--- config.mk ---
export PLATFORM = sky130hd
export DESIGN_NAME = gpr_file_sb
export DESIGN_NICKNAME = d
export VERILOG_FILES = /design/src/rtl/gpr_file_sb.sv
export SDC_FILE = /design/constraint.sdc
export NUM_CORES = 2
export LEC_CHECK = 0
export CORE_MARGIN = 3
export CORE_UTILIZATION = 55
export DETAILED_ROUTE_END_ITERATION = 10
export HOLD_SLACK_MARGIN = 0.15
export PLACE_DENSITY = 0.72
export SLEW_MARGIN = 30
export SYNTH_ARGS = -nofsm -noshare
export SYNTH_HDL_FRONTEND = slang
export SYNTH_SLANG_ARGS = --single-unit
--- constraint.sdc ---
create_clock -name clk -period 123.9 [get_ports clk]
set_clock_uncertainty 0.1 [all_clocks]
set_input_delay 24.78 -clock clk [delete_from_list [all_inputs] [get_ports clk]]
set_output_delay 24.78 -clock clk [all_outputs]
set_load 0.03 [all_outputs]
--- src/rtl/gpr_file_sb.sv ---
// rtl/gpr_file_sb.sv - register file with write forwarding and busy scoreboard
//
// Purpose:
//   General-purpose register file with NUM_RD combinational read ports and
//   one write port. A write is forwarded to any read port that reads the
//   same address in the same cycle. A busy bit per register tracks pending
//   producers. Decode sets a bit through the issue port, and writeback
//   clears it. Each read port reports the data and the busy state, so
//   hazard logic can stall.
//
// Ports:
//   clk       rising-edge clock
//   rst       asynchronous reset, active-high
//   rd_addr   packed read addresses, port k at [k*ADDR_W +: ADDR_W]
//   rd_data   packed read data, port k at [k*DATA_W +: DATA_W]
//   rd_busy   per-port busy flag of the addressed register
//   we        write enable
//   wr_addr   write address
//   wr_data   write data
//   iss_en    reserve a destination register
//   iss_addr  register to reserve
//   busy_cnt  number of registers currently busy (registered)
//   sb_full   every writable register is busy (registered)

module gpr_file_sb #(
    parameter int DATA_W   = 32,
    parameter int ADDR_W   = 5,
    parameter int NUM_RD   = 2,
    parameter int ZERO_REG = 1
) (
    input  logic                       clk,
    input  logic                       rst,
    input  logic [NUM_RD*ADDR_W-1:0]   rd_addr,
    output logic [NUM_RD*DATA_W-1:0]   rd_data,
    output logic [NUM_RD-1:0]          rd_busy,
    input  logic                       we,
    input  logic [ADDR_W-1:0]          wr_addr,
    input  logic [DATA_W-1:0]          wr_data,
    input  logic                       iss_en,
    input  logic [ADDR_W-1:0]          iss_addr,
    output logic [ADDR_W:0]            busy_cnt,
    output logic                       sb_full
);

    localparam int DEPTH  = 1 << ADDR_W;
    localparam int FULL_I = DEPTH - ZERO_REG;
    localparam logic [ADDR_W:0] FULL_CNT = FULL_I[ADDR_W:0];

    logic [DATA_W-1:0] mem [DEPTH];
    logic [DEPTH-1:0]  busy;
    logic [DEPTH-1:0]  busy_nxt;
    logic [ADDR_W:0]   cnt_nxt;

    logic wr_legal;
    logic iss_legal;
    logic cnt_inc;
    logic cnt_dec;

    // The rst term keeps forwarding from leaking through while the array is
    // held in reset. During reset, all reads must return zero and not busy.
    assign wr_legal  = !rst && we &&
                       !((ZERO_REG != 0) && (wr_addr == '0));
    assign iss_legal = !rst && iss_en &&
                       !((ZERO_REG != 0) && (iss_addr == '0));

    // ------------------------------------------------------------------
    // Read ports
    // ------------------------------------------------------------------
    genvar k;
    generate
        for (k = 0; k < NUM_RD; k++) begin : g_rd
            logic [ADDR_W-1:0] ra;
            logic              is_zero;
            logic              hit_wr;
            logic              hit_iss;

            assign ra      = rd_addr[k*ADDR_W +: ADDR_W];
            assign is_zero = (ZERO_REG != 0) && (ra == '0);
            assign hit_wr  = wr_legal && (wr_addr == ra);
            assign hit_iss = iss_legal && (iss_addr == ra);

            assign rd_data[k*DATA_W +: DATA_W] =
                (rst || is_zero) ? '0 :
                hit_wr           ? wr_data :
                                   mem[ra];

            // A completing writeback hides the busy bit in the same cycle.
            // A new issue to the same register keeps it busy, because the
            // newer producer is still outstanding.
            assign rd_busy[k] = !rst && !is_zero && busy[ra] &&
                                !(hit_wr && !hit_iss);
        end
    endgenerate

    // ------------------------------------------------------------------
    // Storage array
    // ------------------------------------------------------------------
    always_ff @(posedge clk or posedge rst) begin
        if (rst) begin
            for (int i = 0; i < DEPTH; i++) begin
                mem[i] <= '0;
            end
        end else if (wr_legal) begin
            mem[wr_addr] <= wr_data;
        end
    end

    // ------------------------------------------------------------------
    // Scoreboard next state
    // ------------------------------------------------------------------
    // The set is applied after the clear, so that an issue wins a collision
    // with a writeback to the same register.
    always_comb begin
        busy_nxt = busy;
        if (wr_legal) begin
            busy_nxt[wr_addr] = 1'b0;
        end
        if (iss_legal) begin
            busy_nxt[iss_addr] = 1'b1;
        end
    end

    // The count tracks only real 0->1 and 1->0 transitions. An issue to a
    // busy register, or a write to an idle one, leaves the count unchanged.
    assign cnt_inc = iss_legal && !busy[iss_addr];
    assign cnt_dec = wr_legal && busy[wr_addr] &&
                     !(iss_legal && (iss_addr == wr_addr));

    assign cnt_nxt = busy_cnt + {{ADDR_W{1'b0}}, cnt_inc}
                              - {{ADDR_W{1'b0}}, cnt_dec};

    always_ff @(posedge clk or posedge rst) begin
        if (rst) begin
            busy     <= '0;
            busy_cnt <= '0;
            sb_full  <= 1'b0;
        end else begin
            busy     <= busy_nxt;
            busy_cnt <= cnt_nxt;
            sb_full  <= (cnt_nxt == FULL_CNT);
        end
    end

endmodule

==> summary.md <==
| Metric | Value |
|---|---|
| Synth async-reset ratio | 100% |
| Drt via density | 6.99 |
| Prevailing post-synth register cell | dfrtp_1 |
| CTS Sinks | 1063 |
| Commonest non-fill, non-tap cells in the layout | dfrtp_1 (1063), mux2_2 (762), mux4_2 (416) |
| Drt drc | 0 |
| Post-Syn Nets | 4203 |
| GRT Residual Overflow | 0 |
| Fmax | 18.4 MHz |
| Cts hold-fix bufs | 0 |
| Peak VDD IR | 12.6 uV |
| Status | finished clean |
| Crit path DAT | 29.37 ns |
| Placed Area | 60500 sq um |
| Die Y | 332 um |
| Actual slew at the worst max-slew pin | 1.03 ns |
| CTS tree | built |
| Ys Warns | 0 |
| Total I/O pin count | 129 |
| Root Buffer | clkbuf_16 |
| Fraction of layout cells with a size suffix above 1 | 38.1% |
| Worst setup SP type | input pin |
| Syn Area/Cell | 14.2 sq um |
| Final WL | 168 mm |
| Clock-pin slew on the worst setup and hold paths | 0.06 ns |
| Setup TNS | 0 ns |
| PortBufs | 128 |
| Leakage | 29.0 nW |
| MaxCap Viol Count | 0 |
| CP Capture Type | primary output |
| Fin area | 64500 sq um |
| Total GRT Usage | 30.4% |
| Clock tree buffer depth | 3 |
| Starting Density | 55.5% |
| Number of synthesized register bits | 1063 |
| Post-CTS Resized | 0 |
| Fin crit period | 54.25 ns |
| Final WS setup | 69.65 ns |
| Post-CTS Setup Bufs | 0 |
| Tot Pwr | 953 uW |
| Clk_lat worst skew | 0.71 ns |
| Post-DR wirelength/cell | 30.5 um |
| Core Region | 106000 sq um |
| Hold Path Class | flip-flop to flip-flop |
| H-tree level count | 3 |
| Register area share after synthesis | 45.4% |
| Cell Rows | 119 |
| Fin Hold WS | 0.293 ns |
| Endpoints failing hold | 0 |
| Initial DRC Count | 3883 |
| CTS buffer count | 116 |
| Detailed-placement wirelength estimate | 93.6 mm |
| Die area | 110000 sq um |
| First-pass GRT wire length | 255 mm |
| Routed Antenna Nets | 0 |
| Vias in the first global route | 39417 |
| Slew HR | 31.5% |
| Commonest non-fill, non-tap cell in the layout | dfrtp_1 |
| Final setup violation count | 0 |
| Initial antenna violation count | 2 |
| EDFF count, synth | 0 |
| Pre-CTS setup slack | 69.59 ns |
| P&R area growth vs syn | 10.2% |
| RSZ-0062 raised after global routing | no |
| Final worst path period share | 43.8% |
| 1st-pass router iterations | 5 |
| WP data required | 99.02 ns |
| Count of cell types in the netlist | 61 |
| Post-synthesis cell area | 58600 sq um |
| Kind of critical path | input pin to primary output |
| Vias | 38428 |
| Largest net degree at the start of global routing | 167 |
| Final GP Congestion | 0.846 |
| Power per cell area | 14.8 nW/um^2 |
| Pins Over Slew Limit | 0 |
| Fin nets | 4086 |
| Die width | 332 um |
| Synth Instances | 4140 |
| CP Max Fanout | 63 |
-- layout make-up --
class                      instances  area, sq um
fill                            7954        41000
multi-input combinational       2569        29900
sequential                      1063        26600
clock buffer                     176         3520
timing repair buffer             242         2330
tap                             1391         1740
clock inverter                    28          340
inverter                          31          129
antenna                            1         2.50
-- synthesized netlist by cell type, types with 4 or more instances --
master / number / area, sq um
mux2_2: 762 / 8580
a221oi_1: 128 / 1120
ha_1: 6 / 75.1
a21o_1: 4 / 30.0
nor3_2: 6 / 60.1
a31oi_1: 33 / 206
nor2b_1: 74 / 463
mux2i_1: 295 / 2950
a21oi_1: 71 / 355
buf_1: 33 / 124
o22ai_1: 10 / 62.6
buf_4: 34 / 255
inv_1: 29 / 109
o21bai_1: 64 / 480
o21ai_0: 9 / 45.0
a211oi_2: 17 / 213
mux4_2: 416 / 9370
clkbuf_1: 235 / 882
xor2_1: 8 / 70.1
a22o_1: 14 / 123
buf_6: 13 / 146
xnor2_1: 21 / 184
a221o_1: 32 / 320
nand2b_1: 6 / 37.5
a211oi_1: 81 / 608
nand3_1: 17 / 85.1
dfrtp_1: 1063 / 26600
mux2_1: 230 / 2590
buf_2: 160 / 801
a22oi_1: 67 / 503
a211o_1: 32 / 280
nand2_1: 95 / 357
nor2_1: 22 / 82.6
nor3_1: 10 / 50.1
-- where the power goes --
| part | switching, mW | internal (mW) |
|---|---|---|
| combinational | 0.0802 | 0.0937 |
| clock | 0.145 | 0.207 |
| sequential | 0.0338 | 0.394 |
| total | 0.259 | 0.694 |
-- registers in the layout (all words and copies together) (netlist names) --
name / cells
mem: 1024
busy: 32
busy_cnt: 6
sb_full: 1
-- path summary, 6_finish.rpt --
path	slack, ns	start	to	cells after the start
min in group asynchronous	24.86	rst	busy[1]$_DFF_PP0_	2
worst min-delay path	0.29	mem[994]$_DFFE_PP0P_	mem[994]$_DFFE_PP0P_	0
max in group asynchronous	96.16	rst	mem[166]$_DFFE_PP0P_	5
worst max-delay path	69.65	rd_addr[1]	rd_data[14]	10
worst max register to register	120.37	busy[11]$_DFF_PP0_	sb_full$_DFF_PP0_	13
worst min register to register	0.29	mem[994]$_DFFE_PP0P_	mem[994]$_DFFE_PP0P_	0
-- per-layer routing --
layer	wire, um	vias to the layer above	share of wire, %	GRT usage, %
li1	-	15817	-	-
met1	69900	20570	42	42.6
met2	78400	1628	47	47.9
met3	12500	413	7.4	5.10
met4	7240	0	4.3	12.4
met5	0	-	0	0
-- logic make-up (layout without fill, tap and decap cells) --
family          after synthesis  after routing  share of synthesized area, %
mux                        1703           1703                          40.1
flops                      1063           1063                          45.4
compound gates              577            577                          7.66
buf+inv                     508            477                          4.00
simple gates                253            253                          2.24
xor+xnor                     29             29                         0.434
fa+ha+maj                     7              7                         0.162
other cells                   0              1                             0
-- critical path, cell delays in order --
cell and delay (ns):
buf_8 0.40, buf_4 0.73, buf_4 0.75, buf_4 0.69
mux4_2 0.32, nor2b_1 0.14, a211oi_1 0.07, a211oi_1 0.42
a211o_1 0.22, clkdlybuf4s50_1 0.69
-- metrics by stage --
| stage | util, % | std cells |
|---|---|---|
| floorplan | - | 4140 |
| global placement | 57.3 | 5285 |
| detailed placement | 57.3 | 5290 |
| CTS | 61.0 | 5494 |
| global route | 61.1 | 5500 |
| finish | 61.1 | 5501 |
Note: power is estimated with default switching activity, not from simulation.
